$ cat src/rtl/pipelined_rca.sv
// Pipelined ripple-carry adder: CHUNK bits per stage, skewed operands, de-skewed sum.
// A single global advance enable stalls every stage together under output back-pressure.

module rca_stage #(
  parameter int WIDTH = 16,
  parameter int CHUNK = 4,
  parameter int IDX   = 0
) (
  input  logic             clk,
  input  logic             rst_n,
  input  logic             adv,
  input  logic             vld_in,
  input  logic             c_in,
  input  logic [WIDTH-1:0] a_in,
  input  logic [WIDTH-1:0] b_in,
  input  logic [WIDTH-1:0] s_in,
  output logic             vld_out,
  output logic             c_out,
  output logic [WIDTH-1:0] a_out,
  output logic [WIDTH-1:0] b_out,
  output logic [WIDTH-1:0] s_out
);
  logic [CHUNK:0]   part;
  logic [WIDTH-1:0] s_nxt;

  assign part = {1'b0, a_in[IDX*CHUNK +: CHUNK]} + {1'b0, b_in[IDX*CHUNK +: CHUNK]}
              + {{CHUNK{1'b0}}, c_in};

  // Earlier chunks pass through untouched; this stage fills in its own slice.
  always_comb begin
    s_nxt = s_in;
    s_nxt[IDX*CHUNK +: CHUNK] = part[CHUNK-1:0];
  end

  always_ff @(posedge clk or negedge rst_n) begin
    if (!rst_n) begin
      vld_out <= 1'b0;
      c_out   <= 1'b0;
      a_out   <= '0;
      b_out   <= '0;
      s_out   <= '0;
    end else if (adv) begin
      vld_out <= vld_in;
      c_out   <= part[CHUNK];
      a_out   <= a_in;
      b_out   <= b_in;
      s_out   <= s_nxt;
    end
  end
endmodule

module pipelined_rca #(
  parameter int WIDTH = 16,
  parameter int CHUNK = 4
) (
  input  logic             clk,
  input  logic             rst_n,
  input  logic [WIDTH-1:0] a,
  input  logic [WIDTH-1:0] b,
  input  logic             cin,
  input  logic             in_valid,
  output logic             in_ready,
  output logic [WIDTH-1:0] sum,
  output logic             cout,
  output logic             overflow,
  output logic             out_valid,
  input  logic             out_ready
);
  localparam int CH_SAFE = (CHUNK > 0) ? CHUNK : 1;
  localparam int STAGES  = WIDTH / CH_SAFE;

  if ((CHUNK < 1) || (WIDTH < 1) || ((WIDTH % CH_SAFE) != 0)) begin : g_bad_params
    $error("pipelined_rca: WIDTH must be a positive multiple of a positive CHUNK");
  end

  logic                          adv;
  logic [STAGES:0]               vld_pipe;
  logic [STAGES:0]               c_pipe;
  logic [STAGES:0][WIDTH-1:0]    a_pipe;
  logic [STAGES:0][WIDTH-1:0]    b_pipe;
  logic [STAGES:0][WIDTH-1:0]    s_pipe;

  assign vld_pipe[0] = in_valid;
  assign c_pipe[0]   = cin;
  assign a_pipe[0]   = a;
  assign b_pipe[0]   = b;
  assign s_pipe[0]   = '0;

  assign adv      = out_ready | ~out_valid;
  assign in_ready = adv;

  for (genvar k = 0; k < STAGES; k++) begin : g_stage
    rca_stage #(.WIDTH(WIDTH), .CHUNK(CHUNK), .IDX(k)) u_stage (
      .clk     (clk),
      .rst_n   (rst_n),
      .adv     (adv),
      .vld_in  (vld_pipe[k]),
      .c_in    (c_pipe[k]),
      .a_in    (a_pipe[k]),
      .b_in    (b_pipe[k]),
      .s_in    (s_pipe[k]),
      .vld_out (vld_pipe[k+1]),
      .c_out   (c_pipe[k+1]),
      .a_out   (a_pipe[k+1]),
      .b_out   (b_pipe[k+1]),
      .s_out   (s_pipe[k+1])
    );
  end

  assign out_valid = vld_pipe[STAGES];
  assign sum       = s_pipe[STAGES];
  assign cout      = c_pipe[STAGES];
  // Carry into the MSB recovered from the MSB's own sum bit: a ^ b ^ s.
  assign overflow  = c_pipe[STAGES] ^ a_pipe[STAGES][WIDTH-1]
                   ^ b_pipe[STAGES][WIDTH-1] ^ s_pipe[STAGES][WIDTH-1];
endmodule

$ cat config.mk
export PLATFORM = sky130hd
export DESIGN_NAME = pipelined_rca
export DESIGN_NICKNAME = d
export VERILOG_FILES = /design/src/rtl/pipelined_rca.sv
export SDC_FILE = /design/constraint.sdc
export NUM_CORES = 1
export LEC_CHECK = 0
export ABC_AREA = 1
export CORE_ASPECT_RATIO = 0.6
export CORE_MARGIN = 2
export CORE_UTILIZATION = 40
export CTS_BUF_LIST = sky130_fd_sc_hd__clkbuf_8
export DETAILED_ROUTE_END_ITERATION = 10
export DONT_BUFFER_PORTS = 1
export PLACE_DENSITY = 0.52
export SYNTH_ARGS = -nofsm -noshare
export SYNTH_HDL_FRONTEND = slang
export SYNTH_SLANG_ARGS = --single-unit
$ cat constraint.sdc
create_clock -name clk -period 2.2 [get_ports clk]
set_clock_uncertainty 0.1 [all_clocks]
set_input_delay 0.44 -clock clk [delete_from_list [all_inputs] [get_ports clk]]
set_output_delay 0.44 -clock clk [all_outputs]
set_load 0.02 [all_outputs]
# Word-level counts from Yosys, hierarchy flattened
# Cells that the tools add are included.
word_totals:
  word_cells: 33
  input_bits: 37
  output_inout_bits: 20
  register_bits: 176
op_classes:
  bitwise: 5
  add_sub_neg: 8
ops:
  columns: ["cell", "count"]
  rows:
  - ["4-bit by 4-bit adder with 5-bit output", 4]
  - ["5-bit by 1-bit adder with 5-bit output", 4]
  - ["1-bit XOR", 3]
  - ["1-bit NOT", 1]
  - ["1-bit OR", 1]

# Depth between registers and ports, before layout
logic_depth:
  word_depth: 3
  ltp_mapped: 8

# Modules after synthesis
# A second synthesis with hierarchy kept.
unflattened:
  hier_cells: 938
  hier_area_um2: 8366.8
modules_own_cells:
  columns: ["mod", "instances", "cells_each", "area_per_inst_um2"]
  rows:
  - ["rca_stage at g_stage[0].u_stage ...", 3, 229, 2084.5]
  - ["rca_stage at g_stage[1].u_stage", 1, 229, 2028.2]
  - ["pipelined_rca", 1, 22, 85.1]

# Worst setup path after synthesis
# No wires, ideal clock.
synth_timing:
  path_kind: "register -> register"
  startpoint: "register g_stage[1].u_stage.a_out[8]"
  endpoint: "register g_stage[2].u_stage.c_out"
  path_stages_with_launch: 7
  path_buffers: 0
  required_time_ns: 1.974
  setup_time_ns: 0.126
  arrival_time_ns: 1.504
  setup_slack_ns: 0.470
  path_cell_list: "dfrtp_1 -> fa_1 -> fa_1 -> nand2_1 -> inv_1 -> o21ai_0 -> a21oi_1"
synth_between:
  elab_chain_cells: 2
synth_lines:
  columns: ["element", "line", "source"]
  rows:
  - ["start, declared", "19", "output logic [WIDTH-1:0] a_out,"]
  - ["start signal, assigned", "45", "a_out <= a_in;"]
  - ["4-bit by 4-bit adder with 5-bit output", "26", "assign part = {1'b0, a_in[IDX*CHUNK +: CHUNK]} + {1'b0, b_in[IDX*CHUNK +: CHUNK]}"]
  - ["5-bit by 1-bit adder with 5-bit output", "27", "+ {{CHUNK{1'b0}}, c_in};"]
  - ["end signal, assigned", "44", "c_out <= part[CHUNK];"]
  - ["end, declared", "18", "output logic c_out,"]
# Every way passes these cells.
# A chain may end at the register's enable or synchronous reset.

# Worst setup path after layout
layout_timing:
  startpoint: "register g_stage[3].u_stage.s_out[15]"
  endpoint: "output overflow"
layout_between:
  elab_chain_cells: 1
layout_lines:
  columns: ["element", "line", "source"]
  rows:
  - ["start, declared", "21", "output logic [WIDTH-1:0] s_out"]
  - ["start signal, assigned", "47", "s_out <= s_nxt;"]
  - ["1-bit XOR", "115", "^ b_pipe[STAGES][WIDTH-1] ^ s_pipe[STAGES][WIDTH-1];"]
  - ["end, declared", "65", "output logic overflow,"]
# Every way passes these cells.

==> flow_summary.json <==
{
  "die-area_sq_mm": 0.0114,
  "antenna_found_initial": 0,
  "outcome": "finished, violations left",
  "drv_slew": 0,
  "dieWidth_microns": 137,
  "detail-route-antenna-nets": 0,
  "min_period_ns": 2.04,
  "syn-num-nets": 524,
  "root_buffer": "clkbuf_8",
  "critPathMaxStageDelay_ns": 0.50,
  "grt_usage_pct": 15.6,
  "core_area_sq_mm": 0.0105,
  "grt_overflow": 0,
  "seqPwrFrac_pct": 51.1,
  "wl_per_cell_microns": 13.1,
  "grt_pass1_wl_microns": 14100,
  "cts_buffers": 9,
  "power_switching_w": 0.00251,
  "cp.required_ns": 1.66,
  "fin_ws_ns": 0.161,
  "drt_iter0_drc": 153,
  "h-tree-depth": 3,
  "fin_crit_sh_pct": 92.7,
  "syn_inst": 467,
  "netlist_area_sq_mm": 0.00423,
  "syn_area_per_cell_sq_um": 9.06,
  "yosys-top-cells-area": "dfrtp_1 (58%), nand2_1 (19%), fa_1 (3.8%)",
  "rows": 29,
  "stdcell_area_sq_mm": 0.00450,
  "rsz0062_at_grt": "no",
  "numPortBuffers": 0,
  "grt_max_degree": 99,
  "cts_setup_buffers": 0,
  "place_congestion": 0.793,
  "first_pass_iters": 4,
  "crit_path_end_kind": "output port",
  "critPathMaxFanout": 3,
  "yosysMostFrequentCell": "nand2_1",
  "synth_warnings": 0,
  "tns_ns": 0,
  "min_path_type": "in -> async",
  "cts_resized": 0,
  "worstSetupPathType": "reg -> out",
  "synth_top_cell_area_share_pct": 57.9,
  "relSlewSlack_pct": 60.8,
  "cp_top_family": "XOR/XNOR gates",
  "synth_top_area_cell": "dfrtp_1",
  "intPower_w": 0.00380,
  "seq_area_frac_synth_pct": 57.9,
  "ys.flop_type": "dfrtp_1",
  "holdWs_ns": -0.343,
  "remaining_drc_errors": 0,
  "die_y_microns": 83.7,
  "synth_edf_count": 0,
  "start_kind": "flop",
  "max_freq_mhz": 490,
  "crit_path_cell_trace": "xor2_1, xnor2_1",
  "arrival_ns": 1.50,
  "vias_per_cell": 4.64,
  "diodes": 0,
  "clk_latency_ns": 0.36,
  "ys_async_sr_fraction_pct": 100,
  "p_leak_nw": 2.34,
  "drive_above_1_share_pct": 4.52,
  "vias": 2804,
  "io_pins": 57,
  "path_clk_slew_ns": 0.09,
  "initial_core_util_pct": 40.5,
  "dp_slack_ns": 0.345,
  "fin_util_pct": 43.1,
  "final_nets": 517,
  "finalWirelength_microns": 7920,
  "nFillCells": 1047,
  "cp_num_buf_inv": 0,
  "tightest_slew_ns": 0.588,
  "maxCapViolCount": 0,
  "finalHoldViolCount": 98,
  "cts_tree": "yes",
  "setup_viol": 0,
  "pwr-share-comb_pct": 31.6,
  "yosys-top-cells-count": "nand2_1 (214), dfrtp_1 (98), inv_1 (35)",
  "ys_types": 23,
  "power.share.switching_pct": 39.8,
  "clock-sinks": 98,
  "violations": "negative hold slack",
  "powerDensity_mw_per_mm2": 1400,
  "syn2layout_area_growth_pct": 6.38,
  "grt_pass1_vias": 3013,
  "dpl_cell_area_sq_mm": 0.00432,
  "ys_ff_latch": 98,
  "clkPwrFrac_pct": 17.3,
  "vdd_drop_max_uv": 807,
  "cts_buffer_depth": 2,
  "place_hpwl_microns": 4940,
  "cp_slowest_cell": "dfrtp_1"
}
-- final timing paths --
| path | from | end | slack (ns) | depth (start not counted) |
|---|---|---|---|---|
| worst min register to register | g_stage[2].u_stage.vld_out | g_stage[3].u_stage.vld_out | 0.36 | 2 |
| max in group asynchronous | rst_n | g_stage[1].u_stage.a_out[13] | 2.22 | 0 |
| worst max register to register | g_stage[1].u_stage.a_out[8] | g_stage[2].u_stage.c_out | 0.35 | 6 |
| worst min-delay path | rst_n | g_stage[0].u_stage.a_out[11] | -0.34 | 0 |
| min in group clk | a[12] | g_stage[0].u_stage.a_out[12] | 0.08 | 2 |
| worst max-delay path | g_stage[3].u_stage.s_out[15] | overflow | 0.16 | 2 |
-- state kept, by name, summed over array words and instances (netlist names) --
signal	count
g_stage.u_stage.a_out	25
g_stage.u_stage.b_out	25
g_stage.u_stage.vld_out	4
g_stage.u_stage.s_out	40
g_stage.u_stage.c_out	4
-- routing by layer --
layer	GRT usage, %	vias up	part of all wire (%)
met5	0	-	0
met2	23.5	53	42
li1	-	1425	-
met1	21.1	1317	50
met4	4.50	0	1.2
met3	5.77	9	6.5
-- cell type report --
cell class	count	area, sq um	share of cell area (%)
Inverter	36	136	3.03
Timing Repair Buffer	3	35.0	0.778
Multi-Input combinational cell	312	1520	33.8
Clock buffer	11	151	3.36
Tap cell	139	174	3.86
Sequential cell	98	2450	54.5
Clock inverter	5	31.3	0.695
-- worst reg2reg max path, delay by kind of cell, from the launching register on --
family	cells	cell delay, ns
buf+inv	1	0.05
simple gates	1	0.08
compound gates	2	0.22
fa+ha+maj	2	0.89
flops	1	0.41
-- power by group through the flow --
stage | Combinational [W] | Clock [W] | Sequential [W]
after floorplan | 0.00167 | 0 | 0.00314
after global placement | 0.00198 | 0 | 0.00326
after detailed placement | 0.00202 | 0 | 0.00327
after CTS | 0.00203 | 0.00114 | 0.00324
after global routing | 0.00239 | 0.00121 | 0.00334
final | 0.00199 | 0.00109 | 0.00322
-- stage by stage --
step	total power [W]	std cells
3_5_place_dp	0.00529	588
3_3_place_gp	0.00524	588
6_report	0.00631	604
2_1_floorplan	0.00482	467
4_1_cts	0.00641	604
5_1_grt	0.00693	604
-- kinds of logic after synthesis --
group	Yosys count	share of synthesized area [%]
and+or+nand+nor	238	21.8
adders and majority gates	20	7.33
AOI/OAI and AO/OA	51	6.27
DFF	98	57.9
buffers and inverters	57	6.09
xor gates and xnor gates	3	0.621
-- placed cells by master, fill, tap and decap left out, types with 2 or more instances in the layout --
master and n:
a31oi_1 2, o21ai_0 27, xnor2_1 2, nand2_1 214, ha_1 12, clkinvlp_4 2, nor2_1 9, buf_4 2
nand3_1 12, or2_2 2, dfrtp_1 98, clkbuf_8 11, a21oi_1 7, inv_1 37, fa_1 8, o21ai_1 12
(Power assumes the default switching activity.)
